==> src/rtl/cpu_pkg.sv <==
`default_nettype none
// cpu_pkg: opcodes, instruction field positions and fetch FSM encodings shared by fetch and execute.
// Rev 1.0
package cpu_pkg;

  localparam logic [1:0] OP_ADD  = 2'b00;
  localparam logic [1:0] OP_HALT = 2'b11;

  localparam int OP_MSB   = 7;
  localparam int OP_LSB   = 6;
  localparam int DEST_MSB = 5;
  localparam int DEST_LSB = 4;
  localparam int SRC1_MSB = 3;
  localparam int SRC1_LSB = 2;
  localparam int SRC2_MSB = 1;
  localparam int SRC2_LSB = 0;

  localparam logic [2:0] S_IDLE  = 3'd0;
  localparam logic [2:0] S_FETCH = 3'd1;
  localparam logic [2:0] S_WAIT  = 3'd2;
  localparam logic [2:0] S_ISSUE = 3'd3;
  localparam logic [2:0] S_HALT  = 3'd4;

  // Counter increment that sticks at all-ones instead of wrapping.
  function automatic logic [7:0] sat_inc8(input logic [7:0] v);
    return (v == 8'hFF) ? v : v + 8'd1;
  endfunction

endpackage
`default_nettype wire

==> src/rtl/instr_decoder.sv <==
`default_nettype none
// instr_decoder: splits an 8-bit instruction word into opcode and three register fields.
// Rev 1.0
module instr_decoder
  import cpu_pkg::*;
(
  input  logic [7:0] instr_i,
  output logic [1:0] op_code_o,
  output logic [1:0] dest_addr_o,
  output logic [1:0] src_addr1_o,
  output logic [1:0] src_addr2_o
);

  assign op_code_o   = instr_i[OP_MSB:OP_LSB];
  assign dest_addr_o = instr_i[DEST_MSB:DEST_LSB];
  assign src_addr1_o = instr_i[SRC1_MSB:SRC1_LSB];
  assign src_addr2_o = instr_i[SRC2_MSB:SRC2_LSB];

endmodule
`default_nettype wire

==> src/rtl/fetch_decode.sv <==
`default_nettype none
// fetch_decode: sequential fetch/decode front end with valid/ready issue to execute.
// Rev 1.0
module fetch_decode
  import cpu_pkg::*;
#(
  parameter int PC_W = 4
) (
  input  logic            clk,
  input  logic            reset,
  input  logic            start,
  output logic [PC_W-1:0] imem_addr,
  output logic            imem_rd_en,
  input  logic [7:0]      imem_rdata,
  output logic [1:0]      op_code,
  output logic [1:0]      dest_addr,
  output logic [1:0]      src_addr1,
  output logic [1:0]      src_addr2,
  output logic            instr_valid,
  input  logic            exec_ready,
  output logic            halted,
  output logic [7:0]      instr_count
);

  localparam logic [PC_W-1:0] PC_ONE = PC_W'(1);

  logic [2:0]      state_q, state_d;
  logic [PC_W-1:0] pc_q, pc_d;
  logic [7:0]      cnt_q, cnt_d;
  logic [7:0]      instr_q, instr_d;

  always_comb begin
    state_d = state_q;
    pc_d    = pc_q;
    cnt_d   = cnt_q;
    instr_d = instr_q;
    case (state_q)
      S_IDLE, S_HALT: begin
        if (start) begin
          pc_d    = '0;
          cnt_d   = '0;
          state_d = S_FETCH;
        end
      end
      S_FETCH: state_d = S_WAIT;
      S_WAIT: begin
        instr_d = imem_rdata;
        state_d = (imem_rdata[OP_MSB:OP_LSB] == OP_HALT) ? S_HALT : S_ISSUE;
      end
      S_ISSUE: begin
        // pc wraps silently at the top of program memory
        if (exec_ready) begin
          pc_d    = pc_q + PC_ONE;
          cnt_d   = sat_inc8(cnt_q);
          state_d = S_FETCH;
        end
      end
      default: state_d = S_IDLE;
    endcase
  end

  always_ff @(posedge clk or posedge reset) begin
    if (reset) begin
      state_q <= S_IDLE;
      pc_q    <= '0;
      cnt_q   <= '0;
      instr_q <= '0;
    end else begin
      state_q <= state_d;
      pc_q    <= pc_d;
      cnt_q   <= cnt_d;
      instr_q <= instr_d;
    end
  end

  // Status outputs decode straight from state so reset clears them without waiting for a clock.
  assign imem_addr   = pc_q;
  assign imem_rd_en  = (state_q == S_FETCH);
  assign instr_valid = (state_q == S_ISSUE);
  assign halted      = (state_q == S_HALT);
  assign instr_count = cnt_q;

  instr_decoder u_decoder (
    .instr_i     (instr_q),
    .op_code_o   (op_code),
    .dest_addr_o (dest_addr),
    .src_addr1_o (src_addr1),
    .src_addr2_o (src_addr2)
  );

endmodule
`default_nettype wire

==> config.mk <==
export PLATFORM = sky130hd
export DESIGN_NAME = fetch_decode
export DESIGN_NICKNAME = d
export VERILOG_FILES = /design/src/rtl/cpu_pkg.sv /design/src/rtl/instr_decoder.sv /design/src/rtl/fetch_decode.sv
export SDC_FILE = /design/constraint.sdc
export NUM_CORES = 1
export LEC_CHECK = 0
export BUFFER_PORTS_ARGS = -buffer_cell sky130_fd_sc_hd__buf_2
export CAP_MARGIN = 20
export CORE_AREA = 8 8 57 59
export DETAILED_ROUTE_END_ITERATION = 8
export DIE_AREA = 0 0 65 67
export PLACE_DENSITY = 0.87
export SYNTH_ARGS = -nofsm -noshare
export SYNTH_HDL_FRONTEND = slang
export SYNTH_SLANG_ARGS = --single-unit
==> constraint.sdc <==
create_clock -name clk -period 5.3 [get_ports clk]
set_input_delay 0.53 -clock clk [delete_from_list [all_inputs] [get_ports clk]]
set_output_delay 0.53 -clock clk [all_outputs]
set_load 0.01 [all_outputs]
==> impl_metrics.py, run 1 <==
metrics = {
    "outcome": {
        "outcome": "finished clean",
    },
    "die": {
        "pin_count": 35,
        "core-area_um2": 2360,
        "die_h_um": 67,
        "initial_core_util_pct": 47.6,
        "dieWidth_um": 65,
        "dieArea_um2": 4360,
        "num_rows": 18,
    },
    "cells_and_area": {
        "syn_to_final_growth_pct": 18.4,
        "final_nets": 154,
        "layout-drive-gt1-share_pct": 34.5,
        "fillCellCount": 232,
        "utilization_pct": 56.4,
        "multi_input_area_um2": 505,
        "seqCellArea_um2": 576,
        "diodes": 0,
    },
    "route": {
        "drt_iter0_markers": 18,
        "ant_nets": 0,
        "routedWlPerCell_um": 15.2,
        "wl_um": 2580,
        "drc": 0,
        "num_vias": 956,
        "post_drt_via_cell_ratio": 5.66,
        "drtPass1Iterations": 4,
    },
    "worst_setup_path": {
        "cp.arrival_ns": 1.59,
        "cp_cell_sequence": "and3b_1 -> buf_2",
        "critPathLaunchType": "register",
        "required_ns": 4.77,
        "cpMaxStageDelayCell": "and3b_1",
        "critPathKind": "register to output pin",
        "endpoint_kind": "output pin",
        "slowest_delay_ns": 0.53,
        "path_max_fanout": 14,
    },
    "placement": {
        "gp_congestion": 0.876,
        "hpwl_um": 1980,
        "place.port_buffers": 34,
    },
    "yosys": {
        "syn-instance-count": 104,
        "synth-main-ff-cell": "dfrtp_1",
        "synth_area_um2": 1130,
        "yosysTopAreaCellShare_pct": 51.1,
        "yosysSeqAreaShare_pct": 51.1,
        "synth-seq-cells": 23,
        "synth_nets": 118,
        "synth_top_area_cell": "dfrtp_1",
        "synthTopCellsByCount": "23 x dfrtp_1, 10 x nand2_1, 8 x mux2_2, 8 x nand3_1, 7 x o21ai_0",
        "synth_most_common_cell": "dfrtp_1",
        "avgSynthCellArea_um2": 10.8,
        "synth_area_leaders": "dfrtp_1 51%, mux2_2 8.0%, nand3_1 3.6%, nand2_1 3.3%, o21ai_0 3.1%",
        "synth_warnings": 0,
        "yosysUniqueCellTypes": 33,
        "synth_edf_count": 0,
        "synthArstFlopShare_pct": 100,
    },
    "sta": {
        "setup_tns_ns": 0,
        "slew_viol_final": 0,
        "fin_crit_ns": 2.12,
        "finalCritPeriodShare_pct": 39.9,
        "hold_viol_final": 0,
        "finClkSkew_ns": 0.00286,
        "slew_headroom_pct": 42.4,
        "rsz0062_at_grt": "false",
        "finalSetupViolCount": 0,
        "max_clock_freq_mhz": 473,
        "worst_pin_slew_ns": 0.864,
    },
    "grt": {
        "grt_max_degree": 24,
        "grt_usage_pct": 12.8,
        "grt.busiest_layer": "met2",
        "antenna_found_initial": 0,
        "overflow": 0,
        "grt_pass1_vias": 1019,
        "met1_usage_pct": 13.8,
        "grt_first_pass_wirelength_um": 4420,
        "use_met2_pct": 21.2,
        "use_met3_pct": 4.87,
    },
    "cts": {
        "hold_buffers": 0,
        "insertion_delay_ns": 0.31,
        "cts_tree": "done",
        "root_buffer": "clkbuf_4",
        "htreeDepth": 1,
        "postCtsSetupBuffers": 0,
        "postCtsResizedCells": 0,
        "cts_sinks": 23,
        "clockBufferDepth": 2,
        "clk_pin_slew_ns": 0.12,
        "cts_buffers": 3,
    },
    "power": {
        "power_density_nw_per_um2": 531,
        "cellLeakagePower_nw": 0.677,
        "vdd_drop_max_uv": 316,
    },
    "hold_path": {
        "hold_class": "input port to asynchronous set/reset pin",
    },
    "job": {
        "maxCapViolations": 0,
    },
}
## registers in the layout, summed over array words and instances (netlist names)
name and cells:
imem_addr 4, instr_q 8, instr_count 8, state_q 3
## critical path: cells and delay by family (launching register included)
family / cells / cell delay (ns)
buf+inv: 1 / 0.23
flops: 1 / 0.52
simple gates: 1 / 0.53
## cell usage in the layout (no fill, tap or decap)
cell type  count
nand2_1       10
nor2_1         5
a211o_1        1
dfrtp_1       23
nand2b_1       1
nand4b_1       1
a32o_1         1
nor2b_1        1
mux2i_1        2
or4_1          1
and2_4         1
a41o_4         1
and2_1         1
a21oi_1        4
clkbuf_4       3
xor2_1         1
or3b_4         1
a21o_1         2
and3b_1        1
nor3_1         1
ha_1           2
buf_2         34
o211ai_1       1
a311oi_1       1
mux2_2         8
o21ai_0        7
o31ai_1        3
inv_1          5
nand3_1        8
nand4_1        3
clkbuf_1       1
and3_1         2
nor3b_1        1
o32ai_1        1
## power by group
part           total (mW)  switching [mW]  internal, mW  leakage, nW
clock              0.0813          0.0519        0.0294       0.0150
sequential          0.315          0.0712         0.243        0.291
combinational       0.312           0.162         0.149        0.371
total               0.708           0.286         0.422        0.677
## metrics by stage
stage                     worst slack [ns]  hold WS, ns  total power [mW]  cell area [um2]  instances
final                                 3.18        0.371             0.708             1330        169
after global routing                  3.10        0.389             0.764             1330        169
after CTS                             3.19        0.398             0.717             1330        169
after detailed placement              3.40        0.496             0.635             1310        165
after global placement                3.46        0.485             0.617             1310        165
after floorplan                       3.50        0.463             0.530             1130        104
## layout make-up
| type | count | area share [%] |
|---|---|---|
| flip-flops and latches | 23 | 43.2 |
| multi-input cells | 73 | 37.9 |
| repair buffers | 34 | 12.8 |
| well taps | 30 | 2.81 |
| clock buffers | 4 | 1.97 |
| inverters | 5 | 1.41 |
## routing by layer
metal | part of all wire (%) | up-vias | routed length, um
li1 | - | 453 | -
met1 | 42 | 463 | 1090
met2 | 47 | 35 | 1210
met3 | 8.3 | 5 | 214
met4 | 2.0 | 0 | 52
met5 | 0 | - | 0
## kinds of logic (layout without fill, tap and decap cells)
| kind of cell | count (synthesis) | in the layout | share of synthesized area (%) |
|---|---|---|---|
| DFF | 23 | 23 | 51.1 |
| adders and majority gates | 2 | 2 | 2.22 |
| xor gates and xnor gates | 1 | 1 | 0.778 |
| buffers and inverters | 8 | 43 | 4.00 |
| and+or+nand+nor | 38 | 38 | 18.1 |
| muxes | 10 | 10 | 9.78 |
| AOI/OAI and AO/OA | 22 | 22 | 14.0 |
## final timing paths
path | from | endpoint | slack, ns | cells after the start
max | state_q[0] | instr_valid | 3.18 | 2
min in group clk | start | state_q[2] | 0.41 | 2
max reg2reg | state_q[0] | instr_count[7] | 3.52 | 4
min reg2reg | state_q[2] | state_q[1] | 0.52 | 1
max in group asynchronous | reset | imem_addr[3] | 4.40 | 2
min | reset | instr_q[5] | 0.37 | 2
Note: power is estimated with default switching activity, not from simulation.
==> run 2: changes to the inputs <==
ABC_AREA = 1   (was not set)
CORE_AREA = 8 8 59 61   (was 8 8 57 59)
DIE_AREA = 0 0 67 69   (was 0 0 65 67)
PLACE_DENSITY = 0.86   (was 0.87)
clock period = 2.2 ns   (was 5.3 ns; I/O delays follow)
==> impl_metrics.py, run 2 <==
metrics = {
    "power": {
        "vdd_drop_max_uv": 734,
        "power_density_nw_per_um2": 1140,
        "cellLeakagePower_nw": 0.814,
    },
    "cts": {
        "postCtsResizedCells": 0,
        "root_buffer": "clkbuf_4",
        "cts_tree": "done",
        "cts_sinks": 23,
        "hold_buffers": 0,
        "insertion_delay_ns": 0.32,
        "clockBufferDepth": 2,
        "cts_buffers": 3,
        "clk_pin_slew_ns": 0.14,
        "htreeDepth": 1,
        "postCtsSetupBuffers": 0,
    },
    "route": {
        "drc": 0,
        "drtPass1Iterations": 4,
        "wl_um": 2580,
        "num_vias": 1095,
        "routedWlPerCell_um": 11.3,
        "drt_iter0_markers": 19,
        "ant_nets": 0,
        "post_drt_via_cell_ratio": 4.80,
    },
    "yosys": {
        "yosysTopAreaCellShare_pct": 47.8,
        "synth-main-ff-cell": "dfrtp_1",
        "avgSynthCellArea_um2": 7.58,
        "synth_edf_count": 0,
        "syn-instance-count": 159,
        "synth_top_area_cell": "dfrtp_1",
        "synth_area_leaders": "dfrtp_1 48%, nand2_1 22%, nor2_1 5.0%, inv_1 4.0%, nand2_2 2.6%",
        "synth_warnings": 0,
        "synthArstFlopShare_pct": 100,
        "synth-seq-cells": 23,
        "synth_nets": 173,
        "synth_area_um2": 1200,
        "yosysUniqueCellTypes": 22,
        "yosysSeqAreaShare_pct": 47.8,
        "synthTopCellsByCount": "71 x nand2_1, 23 x dfrtp_1, 16 x nor2_1",
        "synth_most_common_cell": "nand2_1",
    },
    "placement": {
        "dpl_cell_area_um2": 1410,
        "hpwl_um": 2060,
        "gp_congestion": 0.820,
        "place.port_buffers": 34,
    },
    "sta": {
        "slew_viol_final": 0,
        "finalCritPeriodShare_pct": 69.0,
        "setup_tns_ns": 0,
        "rsz0062_at_grt": "false",
        "finalSetupViolCount": 0,
        "worst_pin_slew_ns": 0.862,
        "whs_ns": 0.0511,
        "max_clock_freq_mhz": 659,
        "hold_viol_final": 0,
        "slew_headroom_pct": 42.4,
        "finClkSkew_ns": 0.00622,
        "fin_crit_ns": 1.52,
    },
    "grt": {
        "grt_usage_pct": 11.9,
        "grt_first_pass_wirelength_um": 4510,
        "antenna_found_initial": 0,
        "grt_pass1_vias": 1068,
        "grt_max_degree": 24,
        "overflow": 0,
    },
    "worst_setup_path": {
        "critPathKind": "register to register",
        "r2r_slack_ns": 0.68,
        "rr_startpoint": "instr_count[0]",
        "r2r_end": "instr_count[6]",
        "reg2reg_depth": 8,
        "endpoint_kind": "register",
        "cp.arrival_ns": 1.78,
        "required_ns": 2.46,
        "path_max_fanout": 8,
        "critPathLaunchType": "register",
    },
    "cells_and_area": {
        "layout_commonest_cell": "nand2_1",
        "syn_to_final_growth_pct": 19.8,
        "multi_input_area_um2": 569,
        "layout-drive-gt1-share_pct": 26.9,
        "final_nets": 212,
        "fillCellCount": 282,
        "diodes": 0,
        "fin_area_um2": 1440,
        "seqCellArea_um2": 576,
        "layout_common_cells": "71 x nand2_1, 34 x buf_2, 23 x dfrtp_1, 16 x nor2_1, 13 x inv_1",
    },
    "die": {
        "pin_count": 35,
        "num_rows": 19,
        "dieArea_um2": 4620,
        "initial_core_util_pct": 46.1,
        "die_h_um": 69,
        "core-area_um2": 2620,
        "dieWidth_um": 67,
    },
    "job": {
        "maxCapViolations": 0,
    },
    "hold_path": {
        "hold_class": "input port to asynchronous set/reset pin",
    },
    "outcome": {
        "outcome": "finished clean",
    },
}
## run 2: changes by cell type in the layout (fill, tap and decap cells not counted), sizes merged, moves of 2 or more
cell   delta
and2      -2
and3      -2
a21o      -2
nand2    +67
o31ai     -3
inv      +10
mux2      -8
o21ai     -2
nor2     +15
mux2i     -2
nand4     -3
## run 2: cells by family after synthesis
logic type / after synthesis / synth area share [%]
AOI/OAI and AO/OA: 9 / 3.95
xor gates and xnor gates: 2 / 1.45
adders and majority gates: 2 / 2.08
buffers and inverters: 16 / 4.98
DFF: 23 / 47.8
and+or+nand+nor: 107 / 39.8
## run 2: power by group
group	internal [mW]	switching, mW	total [mW]
registers	0.550	0.107	0.657
logic	0.269	0.510	0.779
clock network	0.0694	0.135	0.204
## run 2: cell type report
class,count,share of cell area (%)
clock inverter,1,0.520
inverter,16,4.16
timing repair buffer,34,11.8
clock buffer,3,1.56
sequential,23,39.9
tap,31,2.69
multi-input combinational,120,39.4
## run 2: worst max-delay path by stage
stage                                end            from  cells after the start
final                     instr_count[6]  instr_count[0]                      8
after floorplan           instr_count[7]  instr_count[0]                      9
after CTS                    instr_valid      state_q[1]                      3
after detailed placement  instr_count[6]  instr_count[0]                      8
after global placement    instr_count[7]  instr_count[0]                      8
after global routing      instr_count[7]  instr_count[0]                      8
## run 2: stage by stage
stage | util (%) | power [mW] | setup slack [ns] | instances
after floorplan | - | 1.20 | 0.816 | 159
after global placement | 54.1 | 1.44 | 0.761 | 224
after detailed placement | 54.1 | 1.46 | 0.701 | 224
after CTS | 55.2 | 1.67 | 0.664 | 228
after global routing | 55.2 | 1.79 | 0.478 | 228
final | 55.2 | 1.64 | 0.682 | 228
## run 2: per-layer routing
metal / wire, um / track usage [%] / vias up
met5: 0 / 0 / -
met4: 21 / 4.19 / 0
met3: 93 / 2.10 / 4
met2: 1310 / 20.5 / 16
met1: 1160 / 14.1 / 510
li1: - / - / 565
## run 2: worst max-delay path: stages (launching register included)
cell and delay [ns]:
dfrtp_1 0.45, ha_1 0.23, nand2_1 0.10, nor2_1 0.07
nand2_1 0.12, nor2_4 0.05, nor2_2 0.27, nand2_1 0.08
nand2_1 0.08
==> run 3: changes to the inputs <==
clock period = 1.4 ns   (was 2.2 ns; I/O delays follow)
==> impl_metrics.py, run 3 (synthesized netlist as in run 2, its figures left out) <==
metrics = {
    "route": {
        "wl_met3_um": 160,
        "drt_iter0_markers": 69,
        "drtPass1Iterations": 4,
        "ant_nets": 0,
        "drc": 0,
        "top_layer_used": "met4",
        "num_vias": 1209,
        "routedWlPerCell_um": 12.4,
        "met2_length_um": 1570,
        "drt-met1-wl_um": 1270,
        "wl_um": 3030,
        "post_drt_via_cell_ratio": 4.95,
    },
    "sta": {
        "hold_viol_final": 0,
        "rsz0062_at_grt": "true",
        "finalSetupViolCount": 0,
        "layout_setup_ws_ns": 0.00156,
        "finalCritPeriodShare_pct": 99.9,
        "setup_tns_ns": 0,
        "finClkSkew_ns": 0.00134,
        "slew_headroom_pct": 80.0,
        "max_clock_freq_mhz": 715,
        "slew_viol_final": 0,
        "fin_crit_ns": 1.40,
        "worst_pin_slew_ns": 0.300,
    },
    "cells_and_area": {
        "layout_commonest_cell": "nand2_1",
        "layout_common_cells": "66 x nand2_1, 33 x buf_2, 22 x dfrtp_1, 14 x nor2_1, 14 x buf_4",
        "final_nets": 228,
        "layout-drive-gt1-share_pct": 36.6,
        "instances_no_fill": 244,
        "syn_to_final_growth_pct": 34.1,
        "utilization_pct": 61.8,
        "diodes": 0,
    },
    "power": {
        "vdd_drop_max_uv": 1330,
        "p_total_mw": 2.91,
        "cellLeakagePower_nw": 0.892,
        "power_density_nw_per_um2": 1800,
    },
    "hold_path": {
        "holdPathStages": 3,
        "hold_class": "input port to register",
    },
    "grt": {
        "overflow": 0,
        "antenna_found_initial": 0,
        "grt_max_degree": 24,
        "grt_first_pass_wirelength_um": 4900,
        "grt_pass1_vias": 1143,
        "grt_usage_pct": 13.0,
    },
    "cts": {
        "clk_pin_slew_ns": 0.13,
        "cts_buffers": 3,
        "clockBufferDepth": 2,
        "htreeDepth": 1,
        "cts_sinks": 23,
        "insertion_delay_ns": 0.31,
        "root_buffer": "clkbuf_4",
        "cts_tree": "done",
    },
    "worst_setup_path": {
        "reg2reg_depth": 9,
        "critPathLaunchType": "register",
        "cp.arrival_ns": 1.66,
        "path_max_fanout": 8,
        "required_ns": 1.66,
        "critPathKind": "register to register",
        "endpoint_kind": "register",
    },
    "placement": {
        "place.port_buffers": 34,
        "gp_congestion": 0.814,
        "dp_worst_setup_slack_ns": -0.0387,
        "dp_cells": 234,
        "hpwl_um": 2190,
    },
    "job": {
        "maxCapViolations": 0,
    },
    "die": {
        "core-area_um2": 2620,
        "die_h_um": 69,
        "dieArea_um2": 4620,
        "pin_count": 35,
        "num_rows": 19,
        "dieWidth_um": 67,
        "initial_core_util_pct": 46.1,
    },
    "outcome": {
        "outcome": "finished clean",
    },
}
## run 3: cell count changes in the layout (fill, tap and decap cells not counted), sizes merged
cell,change
buf,+14
clkinv,-1
clkinvlp,+1
dlygate4sd3,+2
## run 3: repair_timing
item / CTS / global route
setup endpoints to repair: 10 / 13
resized for setup: 3 / 12
endpoints found under the hold margin: 23 / 1
hold buffers: 1 / 1
pin swaps: 0 / 6
setup buffers: 0 / 4
## run 3: critical path: stages, from the launching register on
cell and delay, ns:
dfrtp_1 0.40, ha_2 0.21, nand2_2 0.09, nor2_4 0.11, nand2_2 0.08, nor2_4 0.14, inv_2 0.06, nand2_4 0.11
nand2_1 0.08, nand2_1 0.06
## run 3: final timing paths
check | startpoint | end | slack, ns
worst min register to register | instr_q[2] | instr_q[2] | 0.49
max in group asynchronous | reset | state_q[1] | 0.76
min in group asynchronous | reset | instr_q[4] | 0.39
worst max-delay path | instr_count[0] | instr_count[4] | 0.002
worst min-delay path | imem_rdata[5] | instr_q[5] | 0.01
worst max register to register | instr_count[0] | instr_count[4] | 0.002
## run 3: final cells by class
cell class / count / area (um2)
well taps: 31 / 38.8
multi-input cells: 120 / 604
fillers: 240 / 1000
clock inverters: 1 / 7.51
clock buffers: 3 / 22.5
flip-flops and latches: 23 / 577
inverters: 16 / 63.8
repair buffers: 50 / 302
## run 3: per-layer routing
metal	up-vias	track usage, %
met5	-	0
met4	0	5.35
met3	4	2.75
met2	32	21.0
met1	570	16.0
li1	603	-
## run 3: metrics by stage
stage | hold WS [ns] | area [um2]
after global routing | 0.00453 | 1620
after floorplan | 0.142 | 1200
after detailed placement | 0.191 | 1490
final | 0.0140 | 1620
after CTS | 0.00574 | 1540
after global placement | 0.192 | 1490
## run 3: report_power, final
part           switching (mW)  total (mW)  internal, mW  leakage (nW)
sequential              0.165        1.03         0.867         0.300
clock                   0.205       0.313         0.109        0.0139
combinational           0.928        1.56         0.634         0.577
